## config.mk

```make
export PLATFORM = sky130hd
export DESIGN_NAME = bus_master_if
export DESIGN_NICKNAME = d
export VERILOG_FILES = /design/src/rtl/bus_master_if.sv
export SDC_FILE = /design/constraint.sdc
export NUM_CORES = 1
export LEC_CHECK = 0
export CAP_MARGIN = 20
export CELL_PAD_IN_SITES_DETAIL_PLACEMENT = 2
export CELL_PAD_IN_SITES_GLOBAL_PLACEMENT = 2
export CORE_MARGIN = 2
export CORE_UTILIZATION = 29
export CTS_CLUSTER_DIAMETER = 40
export DETAILED_ROUTE_END_ITERATION = 7
export PLACE_DENSITY = 0.75
export SYNTH_ARGS = -nofsm -noshare
export SYNTH_HDL_FRONTEND = slang
export SYNTH_SLANG_ARGS = --single-unit
```

## constraint.sdc

```tcl
create_clock -name clk -period 6.1 [get_ports clk]
set_input_delay 1.22 -clock clk [delete_from_list [all_inputs] [get_ports clk]]
set_output_delay 1.22 -clock clk [all_outputs]
set_load 0.01 [all_outputs]
```

## src/rtl/bus_master_if.sv

```systemverilog
// Master-side bus port: accepts one access from a local client, requests the
// shared bus, drives a single address-strobed cycle once granted, waits for
// slave ready (or times out), then reports completion and releases the bus.
module bus_master_if #(
    parameter int ADDR_W         = 30,
    parameter int DATA_W         = 32,
    parameter int TIMEOUT_CYCLES = 256
) (
    input  logic              clk,
    input  logic              reset,
    // client side
    input  logic              acc_valid,
    output logic              acc_ready,
    input  logic              acc_rw,
    input  logic [ADDR_W-1:0] acc_addr,
    input  logic [DATA_W-1:0] acc_wr_data,
    output logic              acc_done,
    output logic              acc_err,
    output logic [DATA_W-1:0] acc_rd_data,
    // arbiter side
    output logic              m_req_,
    input  logic              m_grnt_,
    // shared bus side
    output logic [ADDR_W-1:0] m_addr,
    output logic              m_as_,
    output logic              m_rw,
    output logic [DATA_W-1:0] m_wr_data,
    input  logic [DATA_W-1:0] s_rd_data,
    input  logic              s_rdy_
);

    typedef enum logic [1:0] {
        ST_IDLE   = 2'd0,
        ST_REQ    = 2'd1,
        ST_ACCESS = 2'd2,
        ST_WAIT   = 2'd3
    } state_t;

    // The timeout count fits in 16 bits for every legal TIMEOUT_CYCLES value.
    localparam int              CNT_W   = 16;
    localparam bit              TO_EN   = (TIMEOUT_CYCLES != 0);
    localparam logic [CNT_W-1:0] TO_LAST = TO_EN ? CNT_W'(TIMEOUT_CYCLES - 1) : '0;
    localparam logic [CNT_W-1:0] CNT_ONE = CNT_W'(1);

    state_t              state_q;
    logic                acc_ready_q;
    logic                acc_done_q;
    logic                acc_err_q;
    logic [DATA_W-1:0]   acc_rd_data_q;
    logic                m_req_q;
    logic                m_as_q;
    logic [ADDR_W-1:0]   m_addr_q;
    logic                m_rw_q;
    logic [DATA_W-1:0]   m_wr_data_q;

    // Access captured at accept, replayed onto the bus once granted.
    logic                lat_rw_q;
    logic [ADDR_W-1:0]   lat_addr_q;
    logic [DATA_W-1:0]   lat_wr_data_q;

    logic [CNT_W-1:0]    wait_cnt_q;
    logic [CNT_W-1:0]    wait_cnt_d;
    logic                timeout_hit;

    // The last WAIT cycle before abort is the one where the counter reaches TIMEOUT_CYCLES-1.
    assign timeout_hit = TO_EN && (wait_cnt_q == TO_LAST);
    assign wait_cnt_d  = wait_cnt_q + CNT_ONE;

    // Single-process FSM: every output is a register updated here.
    always_ff @(posedge clk or posedge reset) begin
        if (reset) begin
            state_q       <= ST_IDLE;
            acc_ready_q   <= 1'b1;
            acc_done_q    <= 1'b0;
            acc_err_q     <= 1'b0;
            acc_rd_data_q <= '0;
            m_req_q       <= 1'b1;
            m_as_q        <= 1'b1;
            m_addr_q      <= '0;
            m_rw_q        <= 1'b1;
            m_wr_data_q   <= '0;
            lat_rw_q      <= 1'b1;
            lat_addr_q    <= '0;
            lat_wr_data_q <= '0;
            wait_cnt_q    <= '0;
        end else begin
            // Completion flags are single-cycle pulses.
            acc_done_q <= 1'b0;
            acc_err_q  <= 1'b0;

            case (state_q)
                ST_IDLE: begin
                    if (acc_valid && acc_ready_q) begin
                        lat_rw_q      <= acc_rw;
                        lat_addr_q    <= acc_addr;
                        lat_wr_data_q <= acc_wr_data;
                        m_req_q       <= 1'b0;
                        acc_ready_q   <= 1'b0;
                        state_q       <= ST_REQ;
                    end
                end

                ST_REQ: begin
                    // A parked grant only counts once we are actually requesting.
                    if (!m_grnt_) begin
                        m_as_q      <= 1'b0;
                        m_addr_q    <= lat_addr_q;
                        m_rw_q      <= lat_rw_q;
                        m_wr_data_q <= lat_wr_data_q;
                        state_q     <= ST_ACCESS;
                    end
                end

                ST_ACCESS: begin
                    // Strobe lasts exactly one cycle; ready is not looked at yet.
                    m_as_q     <= 1'b1;
                    wait_cnt_q <= '0;
                    state_q    <= ST_WAIT;
                end

                ST_WAIT: begin
                    if (!s_rdy_) begin
                        // Ready beats a coincident timeout.
                        if (lat_rw_q) begin
                            acc_rd_data_q <= s_rd_data;
                        end
                        acc_done_q  <= 1'b1;
                        m_req_q     <= 1'b1;
                        m_addr_q    <= '0;
                        m_rw_q      <= 1'b1;
                        m_wr_data_q <= '0;
                        acc_ready_q <= 1'b1;
                        state_q     <= ST_IDLE;
                    end else if (timeout_hit) begin
                        acc_done_q    <= 1'b1;
                        acc_err_q     <= 1'b1;
                        acc_rd_data_q <= '0;
                        m_req_q       <= 1'b1;
                        m_addr_q      <= '0;
                        m_rw_q        <= 1'b1;
                        m_wr_data_q   <= '0;
                        acc_ready_q   <= 1'b1;
                        state_q       <= ST_IDLE;
                    end else begin
                        wait_cnt_q <= wait_cnt_d;
                    end
                end

                default: begin
                    state_q <= ST_IDLE;
                end
            endcase
        end
    end

    assign acc_ready   = acc_ready_q;
    assign acc_done    = acc_done_q;
    assign acc_err     = acc_err_q;
    assign acc_rd_data = acc_rd_data_q;
    assign m_req_      = m_req_q;
    assign m_as_       = m_as_q;
    assign m_addr      = m_addr_q;
    assign m_rw        = m_rw_q;
    assign m_wr_data   = m_wr_data_q;

endmodule

```

Yosys cells after proc, flatten, opt, wreduce, memory -nomap -nowiden --
Cells that the tools add are included.
Storage, ports and cells: register bits 180, input bits 100, output and inout port bits 100, logic and storage cells 69
Cells by class: add/subtract/negate cells 1, eq/ne operators 10, mux-type cells 31, reductions and logical operators 14
Operators by type and width (count):
- $mux 32 | 5
- $mux 30 | 3
- $pmux 32 s2 | 1
- $pmux 30 s2 | 1
- $mux 16 | 2
- $pmux 16 s2 | 1
- $add 16x1->16 const B | 1
- $eq 16x8->1 const B | 1
- $reduce_and 3->1 | 5
- $mux 1 | 10
- $reduce_bool 2->1 | 5
- $mux 2 | 4
- $ne 2x2->1 const B | 4
- $pmux 2 s4 | 1
- $pmux 1 s2 | 3
- $eq 2x2->1 const B | 2
- $reduce_and 2->1 | 2
- $ne 3x3->1 const B | 1
- $eq 2x1->1 const B | 1
- $logic_not 2->1 | 1
- $ne 2x1->1 const B | 1
- $logic_and 1x1->1 | 1

Longest topological paths before layout --
Gate-level depths: netlist of run 1.
word-level depth 4, mapped depth 8, depth with buffers taken out 5

Least setup slack after synthesis of run 1 --
Ideal clock, no wire load.
kind input port to flip-flop, start point input port s_rdy_, end point register wait_cnt_q[14], arrival time 2.285 ns, required time 6.021 ns, path slack 3.736 ns, cell stages on the path 5, path buffers 1, cell sequence clkbuf_1 > nand4_1 > nor3_1 > nor3b_1 > mux2i_1
On the way: word-level cells in the longest chain between the ends 2
Ends and longest elaborated chain:
- start: declaration | RTL line 29 | input logic s_rdy_
- $ne 2x2->1 (no source line)
- $reduce_and 3->1 (no source line)
- end signal: assignment | RTL line 145 | wait_cnt_q <= wait_cnt_d;
- end: declaration | RTL line 61 | logic [CNT_W-1:0] wait_cnt_q;
No other way between the ends. A chain may end at the register's enable or synchronous reset.

Worst setup path after layout of run 1 --
start point input port s_rdy_, end point register m_addr_q[19], in the netlist m_addr[19]
On the way: word-level cells in the longest chain between the ends 2, elaborated cells between the ends (all ways) 4, those cells by class eq/ne (1); mux (2); reduce/logical (1)
Ends and longest elaborated chain:
- $ne 3x3->1 (no source line) or $mux 30 (tied branches)
- $reduce_and 3->1 (no source line) or $pmux 30 s2 (tied branches)
- end signal: assignment | RTL line 107 | m_addr_q <= lat_addr_q;
- end: declaration | RTL line 52 | logic [ADDR_W-1:0] m_addr_q;
Parallel ways exist; a longest one is shown, timed or not.

==> results of run 1 <==
[routing by layer]
| layer | up-vias | global-route usage [%] | share of wire [%] | wire [µm] |
|---|---|---|---|---|
| li1 | 2450 | - | - | - |
| met1 | 2877 | 20.58 | 41 | 9365 |
| met2 | 123 | 30.15 | 54 | 12340 |
| met3 | 24 | 3.072 | 3.8 | 869 |
| met4 | 0 | 5.692 | 1.8 | 408 |
| met5 | - | 0 | 0 | 0 |
[sequential cells by signal (all words and copies together), names as in the netlist]
| name | cells |
|---|---|
| acc_done | 1 |
| acc_err | 1 |
| acc_rd_data | 32 |
| lat_addr_q | 30 |
| lat_rw_q | 1 |
| lat_wr_data_q | 32 |
| m_addr | 30 |
| m_as_ | 1 |
| m_req_ | 1 |
| m_rw | 1 |
| m_wr_data | 32 |
| state_q | 2 |
| wait_cnt_q | 16 |
[area by class of cell]
cell class,count,share of cell area (%)
flip-flops and latches,180,43.31
multi-input cells,336,26.14
repair buffers,207,20.21
clock buffers,17,4.086
well taps,330,3.965
clock inverters,15,1.923
inverters,8,0.3244
diodes,2,0.04807
[layout by cell type, fill, tap and decap left out, types with 2 or more instances in the layout]
master	instances
clkdlybuf4s50_1	199
dfrtp_1	176
mux2_2	63
a22o_1	62
a21oi_1	41
nor2b_1	39
o2bb2ai_1	34
nand2_1	20
clkbuf_16	17
nor2_1	8
inv_1	7
nand4_1	7
nand3_1	6
ha_1	6
mux2i_1	5
o21ai_0	4
clkinv_8	4
inv_8	4
dfstp_2	4
buf_4	4
and4_1	3
nor4_1	3
inv_6	3
diode_2	2
nor4_4	2
o22ai_1	2
or3_1	2
and3_1	2
nor3_1	2
xor2_1	2
xnor2_1	2
clkinv_4	2
buf_12	2
[cells by family after synthesis]
| logic type | Yosys count | share of synthesized area, % |
|---|---|---|
| compound gates | 156 | 16.28 |
| xor+xnor | 4 | 0.4652 |
| fa+ha+maj | 6 | 0.9967 |
| buf+inv | 46 | 4.236 |
| flops | 180 | 59.87 |
| mux | 69 | 10.23 |
| simple gates | 101 | 7.924 |
[where the power goes]
group,total (µW),internal (µW),switching [µW]
combinational,2000,1100,903
clock,1150,598,556
sequential,2090,1700,387
[worst max-delay path by stage]
stage	from	to	slack [ns]	cells after the start
floorplan	reset	acc_done$_DFF_PP0_	2.57	1
global placement	s_rdy_	m_wr_data[15]$_DFFE_PP0P_	2.37	7
detailed placement	s_rdy_	m_wr_data[21]$_DFFE_PP0P_	2.26	7
CTS	s_rdy_	m_addr[19]$_DFFE_PP0P_	2.69	7
global route	s_rdy_	m_addr[19]$_DFFE_PP0P_	2.54	7
finish	s_rdy_	m_addr[19]$_DFFE_PP0P_	2.71	7
[per-stage QoR]
| stage | instance area [µm²] | hold slack [ns] | util [%] |
|---|---|---|---|
| after floorplan | 7536 | 0.4671 | - |
| final | 10410 | 0.4945 | 41.11 |
| after global routing | 10410 | 0.5222 | 41.10 |
| after CTS | 10340 | 0.5008 | 40.85 |
| after global placement | 9719 | 0.4714 | 38.38 |
| after detailed placement | 9719 | 0.4851 | 38.38 |
==> results.ini, run 1 <==
[detailed_routing]
route.detailed.drc=0
vias_per_cell=4.999
drtIter0Drc=205
drt_pre_antenna_iters=6
vias=5474
routed_wl_um=22980
routedWlPerCell_um=20.99
ant_nets=0

[timing]
setup_viol_count_final=0
final_hold_viol_count=0
tightest_slew_ns=1.028
rsz0062_at_grt=no
fmax_mhz=294.9
layout_min_cycle_time_ns=3.392
relSlewSlack_pct=31.49
final.setup.tns_ns=0
slew_violations=0
fin_ws_ns=2.708
fin_crit_sh_pct=55.60
skew_ns=0.01355

[synth]
synth_cell_types=49
synth_edf_count=0
ys_seq_area_share_pct=59.87
ys_ff_latch=180
synth_area_um2=7532
synth_largest_area_cell=dfrtp_1
postSynthAreaPerCell_um2=13.40
postSynthCellCount=562
synth_common_cells=dfrtp_1 (176), mux2_2 (63), a22o_1 (62)
synth_most_common_cell=dfrtp_1
syn_nets=668
yosysWarnings=0
ys_top_cells_by_area=dfrtp_1 (58%), mux2_2 (9.4%), a22o_1 (7.2%), o2bb2ai_1 (4.0%), nor2b_1 (3.2%)
yosys.area.top_type_share_pct=58.47
synthArstFlopShare_pct=100.0
ys.flop_type=dfrtp_1

[place]
numPlacedInstances=1058
finalWeightedCongestion=0.7863
portBuffers=199
hpwl_um=15630
dp_slack_ns=2.258

[clocking]
clk_pin_slew_ns=0.08
h-tree-depth=4
post_cts_buffers=0
numCtsBuffers=17
post_cts_resized=0
insertion_delay_ns=0.45
clock_path_buffers=2
ctsRootBufferMaster=clkbuf_16
cts_num_sinks=180
hold_buffers=0
cts_tree=done

[pwr]
p_leak_uw=0.004387
power_density_nw_per_um2=503.5
ir_drop_mv=0.2400
power_uw=5243

[grt]
grt_max_degree=81
overflow=0
grt_pass1_wl_um=35310
antenna_found_initial=1
grt_pass1_vias=6129
grt_use_total_pct=16.92

[setup_path]
cpMaxStageDelayCell=buf_4
path_class=primary input to register
worst-path-buf-inv=3
r2r_start=state_q[1]$_DFFE_PP0P_
worstSetupStartpointType=primary input
path_delay_family=buffers and inverters
r2r-end=m_addr[19]$_DFFE_PP0P_
crit_fanout=60
r2r_setup_slack_ns=3.13
cp.required_ns=6.47
worstPathCellList=clkdlybuf4s50_1, buf_4, nand2_1, a41o_1, o211ai_4, buf_4, a22o_1
cp.arrival_ns=3.76
critPathMaxStageDelay_ns=0.60
worst_r2r_path_depth=6
path_common_cell=buf_4
crit_path_end_kind=register

[final_layout]
fillerInstances=2508
synthToLayoutAreaGrowth_pct=38.24
finalNonFillerCells=1095
nets=856
multi_input_area_um2=2721
drive_gt1_share_pct=15.60
seqCellArea_um2=4509

[worst_hold_path]
hold_class=register to register
hold_start=lat_addr_q[13]$_DFFE_PP0P_
holdPathStages=1
holdPathEnd=m_addr[13]$_DFFE_PP0P_

[floorplanning]
num_rows=58
dieArea_um2=27280
die_h_um=165.2
start_util_pct=29.74
die_width_um=165.2
ios=200
core_um2=25330

[flow_run]
drv_cap=0

[outcome]
outcome=complete, no violations

(Power assumes the default switching activity.)
==> run 2: changes to the inputs <==
==> constraint.sdc (replaced) <==
create_clock -name clk -period 3.02 [get_ports clk]
set_input_delay 0.604 -clock clk [delete_from_list [all_inputs] [get_ports clk]]
set_output_delay 0.604 -clock clk [all_outputs]
set_load 0.01 [all_outputs]
==> run 2 against run 1 <==
  * Global-route usage is 0.45 points higher
  * Worst hold slack lost 0.055 ns
  * Sequential share of layout area decreased by 0.083 points
  * Critical endpoint is now m_addr[3]$_DFFE_PP0P_
==> results.ini, run 2 (synthesized netlist as in run 1, its figures left out) <==
[timing]
tightest_slew_ns=0.7336  ; -0.2940 ns
fmax_mhz=381.7
fin_crit_sh_pct=86.75
skew_ns=0.01164  ; -0.001912 ns
rsz0062_at_grt=no
slew_violations=0  ; unchanged
setup_viol_count_final=0  ; unchanged
final.setup.tns_ns=0  ; unchanged
relSlewSlack_pct=51.10  ; +20 points
layout_min_cycle_time_ns=2.620
final_hold_viol_count=0  ; unchanged

[clocking]
post_cts_resized=0  ; unchanged
numCtsBuffers=17  ; unchanged
clk_pin_slew_ns=0.07  ; about the same
clock_path_buffers=2  ; unchanged
cts_tree=done
post_cts_buffers=0  ; unchanged
h-tree-depth=4  ; unchanged
cts_num_sinks=180  ; unchanged
insertion_delay_ns=0.43  ; -0.02 ns
ctsRootBufferMaster=clkbuf_16
hold_buffers=0  ; unchanged

[setup_path]
path_delay_family=compound AO/OA/AOI/OAI gates
cp.required_ns=3.33  ; -3.14 ns
cpMaxStageDelayCell=a41o_1
worst-path-buf-inv=1  ; -2
crit_fanout=40  ; -33%
worstSetupStartpointType=register
cp.arrival_ns=2.93  ; -0.83 ns
crit_path_end_kind=register
critPathMaxStageDelay_ns=0.48  ; -0.12 ns
path_class=register to register
worstPathCellList=ha_1, and4_1, a41o_1, o211ai_4, buf_12, a22o_1

[detailed_routing]
drt_pre_antenna_iters=4  ; -2
routedWlPerCell_um=21.26  ; +1.3%
vias=5426  ; -0.88%
routed_wl_um=23350  ; +1.6%
route.detailed.drc=0  ; unchanged
ant_nets=0  ; unchanged
vias_per_cell=4.942  ; -1.1%
drtIter0Drc=246  ; +20%

[pwr]
p_leak_uw=0.004404  ; +0.40%
ir_drop_mv=0.4434  ; +85%
power_density_nw_per_um2=1017  ; +100%

[grt]
grt_max_degree=95  ; +17%
grt_use_total_pct=17.37  ; +0.45 points
antenna_found_initial=0  ; -1
grt_pass1_wl_um=36340  ; +2.9%
grt_pass1_vias=6222  ; +1.5%
overflow=0  ; unchanged

[final_layout]
most-common-layout-cells=clkdlybuf4s50_1 (199), dfrtp_1 (176), mux2_2 (63)
drive_gt1_share_pct=16.02  ; +0.42 points
synthToLayoutAreaGrowth_pct=38.50
fin_util_pct=41.19  ; +0.079 points
antenna_cells=0  ; -2
nets=861  ; +0.58%
finalNonFillerCells=1098  ; +0.27%
layout_commonest_cell=clkdlybuf4s50_1

[floorplanning]
die_width_um=165.2  ; unchanged
core_um2=25330  ; unchanged
num_rows=58  ; unchanged
dieArea_um2=27280  ; unchanged
die_h_um=165.2  ; unchanged
start_util_pct=29.74  ; unchanged
ios=200  ; unchanged

[place]
finalWeightedCongestion=0.7630  ; -3.0%
portBuffers=199  ; unchanged
hpwl_um=16380  ; +4.8%
numPlacedInstances=1066  ; +0.76%

[worst_hold_path]
hold_class=primary input to asynchronous set/reset pin

[outcome]
outcome=complete, no violations

[flow_run]
drv_cap=0  ; unchanged

run 2: changes by cell type in the layout (fill, tap and decap cells not counted):
cell      previous run  this run
buf_8                1         0
inv_12               1         0
buf_16               1         0
diode_2              2         0
buf_4                4         9
buf_12               2         4
inv_8                4         5
inv_6                3         2
clkbuf_1             0         1
run 2: power breakdown:
group	internal, µW	leakage (µW)	switching, µW
registers	3440	0.00224	791
clock network	1200	0.000300	1100
logic	2250	0.00187	1830
run 2: worst paths after layout:
| check | from | end | slack (ns) | cells past startpoint |
|---|---|---|---|---|
| worst max-delay path | wait_cnt_q[0]$_DFFE_PP0P_ | m_addr[3]$_DFFE_PP0P_ | 0.40 | 6 |
| worst min-delay path | reset | m_wr_data[25]$_DFFE_PP0P_ | 0.44 | 2 |
| worst max register to register | wait_cnt_q[0]$_DFFE_PP0P_ | m_addr[3]$_DFFE_PP0P_ | 0.40 | 6 |
| worst min register to register | lat_addr_q[8]$_DFFE_PP0P_ | m_addr[8]$_DFFE_PP0P_ | 0.49 | 1 |
| max in group asynchronous | reset | acc_rd_data[8]$_DFFE_PP0P_ | 1.72 | 3 |
| min in group clk | lat_addr_q[8]$_DFFE_PP0P_ | m_addr[8]$_DFFE_PP0P_ | 0.49 | 1 |
run 2: layout make-up:
| type | instances | area, µm² |
|---|---|---|
| fill | 2499 | 14890 |
| tap | 330 | 412.9 |
| clock inverter | 14 | 186.4 |
| timing repair buffer | 212 | 2140 |
| multi-input combinational | 336 | 2721 |
| sequential | 180 | 4509 |
| inverter | 8 | 33.78 |
| clock buffer | 18 | 429.2 |
run 2: per-layer routing:
| metal | GRT usage, % | wire length (µm) |
|---|---|---|
| met5 | 0 | 0 |
| met4 | 5.178 | 425 |
| met3 | 2.997 | 910 |
| met2 | 31.36 | 12410 |
| met1 | 21.14 | 9604 |
run 2: per-stage QoR:
| step | worst slack [ns] | total power [µW] | hold slack, ns | area (µm²) |
|---|---|---|---|---|
| 2_1_floorplan | 0.1107 | 6444 | 0.4671 | 7536 |
| 3_3_place_gp | 0.4936 | 8090 | 0.4726 | 9817 |
| 3_5_place_dp | 0.3043 | 8407 | 0.4825 | 9817 |
| 4_1_cts | 0.4167 | 10780 | 0.4267 | 10430 |
| 5_1_grt | 0.2228 | 11280 | 0.4322 | 10430 |
| 6_report | 0.4003 | 10610 | 0.4391 | 10430 |
==> run 3: changes to the inputs <==
--- a/config.mk
+++ b/config.mk
@@ -9,10 +9,10 @@
 export CELL_PAD_IN_SITES_DETAIL_PLACEMENT = 2
 export CELL_PAD_IN_SITES_GLOBAL_PLACEMENT = 2
 export CORE_MARGIN = 2
-export CORE_UTILIZATION = 29
+export CORE_UTILIZATION = 32
 export CTS_CLUSTER_DIAMETER = 40
 export DETAILED_ROUTE_END_ITERATION = 7
-export PLACE_DENSITY = 0.75
+export PLACE_DENSITY = 0.78
 export SYNTH_ARGS = -nofsm -noshare
 export SYNTH_HDL_FRONTEND = slang
 export SYNTH_SLANG_ARGS = --single-unit
==> constraint.sdc (replaced) <==
create_clock -name clk -period 3 [get_ports clk]
set_input_delay 0.6 -clock clk [delete_from_list [all_inputs] [get_ports clk]]
set_output_delay 0.6 -clock clk [all_outputs]
set_load 0.01 [all_outputs]
==> run 3 against run 2 <==
  * Core utilization up 3.3 points
  * Critical path type unchanged
  * Via count up 0.39%
  * Global-route usage up 1.2 points
==> results.ini, run 3 (synthesized netlist as in run 1, its figures left out) <==
[outcome]
outcome=complete, no violations

[place]
portBuffers=199  ; unchanged
hpwl_um=15140  ; -7.6%
numPlacedInstances=1052  ; -1.3%
dp_slack_ns=0.3131  ; +0.008775 ns
finalWeightedCongestion=0.7602  ; -0.37%

[timing]
rsz0062_at_grt=no
tightest_slew_ns=0.8021  ; +0.06856 ns
skew_ns=0.01471  ; +0.003075 ns
whs_ns=0.4992  ; +0.06012 ns
final.setup.tns_ns=0  ; unchanged
fin_crit_sh_pct=85.88  ; -0.86 points
relSlewSlack_pct=46.27  ; -4.8 points
fmax_mhz=388.1  ; +1.7%
layout_min_cycle_time_ns=2.577  ; -0.04322 ns
slew_violations=0  ; unchanged
setup_viol_count_final=0  ; unchanged
fin_ws_ns=0.4235  ; +0.02322 ns
final_hold_viol_count=0  ; unchanged

[clocking]
post_cts_resized=0  ; unchanged
clk_pin_slew_ns=0.08  ; about the same
insertion_delay_ns=0.43  ; about the same
cts_tree=done
hold_buffers=0  ; unchanged
ctsRootBufferMaster=clkbuf_16
cts_num_sinks=180  ; unchanged
post_cts_buffers=0  ; unchanged
numCtsBuffers=17  ; unchanged
clock_path_buffers=2  ; unchanged
h-tree-depth=4  ; unchanged

[final_layout]
layout_commonest_cell=clkdlybuf4s50_1
finalNonFillerCells=1083  ; -1.4%
nets=858  ; -0.35%
fillerInstances=2313  ; -7.4%
fin_util_pct=44.52  ; +3.3 points
drive_gt1_share_pct=15.71  ; -0.31 points
synthToLayoutAreaGrowth_pct=37.51
antenna_cells=0  ; unchanged
most-common-layout-cells=clkdlybuf4s50_1 (199), dfrtp_1 (176), mux2_2 (63)

[setup_path]
worstSetupStartpointType=register
worstPathCellList=ha_1, and4_1, a41o_1, o211ai_4, buf_12, a22o_1
cpMaxStageDelayCell=a41o_1
critPathMaxStageDelay_ns=0.47  ; about the same
cp.required_ns=3.31  ; -0.02 ns
path_class=register to register
cp.arrival_ns=2.89  ; -0.04 ns
crit_path_end_kind=register
crit_fanout=38  ; -5.0%

[floorplanning]
die_h_um=157.4  ; -4.7%
start_util_pct=32.38  ; +2.6 points
dieArea_um2=24780  ; -9.2%
ios=200  ; unchanged
die_width_um=157.4  ; -4.7%
num_rows=56  ; -3.4%
core_um2=23260  ; -8.2%

[grt]
grt_max_degree=119  ; +25%
grt_pass1_vias=6237  ; +0.24%
grt_use_total_pct=18.61  ; +1.2 points
antenna_found_initial=0  ; unchanged
overflow=0  ; unchanged
grt_pass1_wl_um=35530  ; -2.2%

[detailed_routing]
routedWlPerCell_um=20.61  ; -3.0%
ant_nets=0  ; unchanged
route.detailed.drc=0  ; unchanged
drt_pre_antenna_iters=4  ; unchanged
vias_per_cell=5.030  ; +1.8%
drtIter0Drc=200  ; -19%
routed_wl_um=22330  ; -4.4%
vias=5447  ; +0.39%

[flow_run]
drv_cap=0  ; unchanged

[worst_hold_path]
hold_class=register to register

[pwr]
ir_drop_mv=0.3617  ; -18%
p_leak_uw=0.004374  ; -0.69%
power_density_nw_per_um2=1020  ; +0.29%

-- run 3: changes by cell type in the layout (fill, tap and decap cells not counted), sizes merged --
cell,delta
clkinvlp,+1
clkbuf,-1
buf,-3
clkinv,-1
inv,+1
bufinv,-1
-- run 3: final cells by class --
class,count,area (µm²),area share (%)
clock inverter,14,158.9,1.534
inverter,8,33.78,0.3262
multi-input combinational,336,2714,26.20
timing repair buffer,209,2117,20.44
sequential,180,4509,43.54
tap,319,399.1,3.854
clock buffer,17,425.4,4.107
-- run 3: metal layers --
metal | global-route usage (%) | part of all wire (%) | vias to the layer above
met2 | 30.67 | 49 | 162
met3 | 6.085 | 6.7 | 30
met5 | 0 | 0 | -
met1 | 23.18 | 43 | 2794
li1 | - | - | 2461
met4 | 5.887 | 2.1 | 0
-- run 3: worst max-delay path, delay by kind of cell (launching register included) --
kind                       cells  cell delay, ns
adders and majority gates      1            0.27
buffers and inverters          1            0.30
and+or+nand+nor                1            0.37
AOI/OAI and AO/OA              3            1.05
DFF                            1            0.46
-- run 3: power breakdown --
group	internal [µW]	switching, µW
clock	1120	1090
sequential	3460	703
combinational	2260	1930
total	6840	3720
-- run 3: worst paths after layout --
check                                             to                          start  depth (start not counted)  slack (ns)
min in group asynchronous  m_wr_data[19]$_DFFE_PP0P_                          reset                          3        0.74
min                        m_wr_data[27]$_DFFE_PP0P_  lat_wr_data_q[27]$_DFFE_PP0P_                          1        0.50
max                        m_wr_data[21]$_DFFE_PP0P_      wait_cnt_q[0]$_DFFE_PP0P_                          6        0.42
max reg2reg                m_wr_data[21]$_DFFE_PP0P_      wait_cnt_q[0]$_DFFE_PP0P_                          6        0.42
max in group asynchronous     m_addr[23]$_DFFE_PP0P_                          reset                          3        1.64
min reg2reg                m_wr_data[27]$_DFFE_PP0P_  lat_wr_data_q[27]$_DFFE_PP0P_                          1        0.50
-- run 3: metrics by stage --
step	area, µm²	power, µW
2_1_floorplan	7536	6487
3_3_place_gp	9773	8089
3_5_place_dp	9773	8402
4_1_cts	10360	10720
5_1_grt	10360	11270
6_report	10360	10560
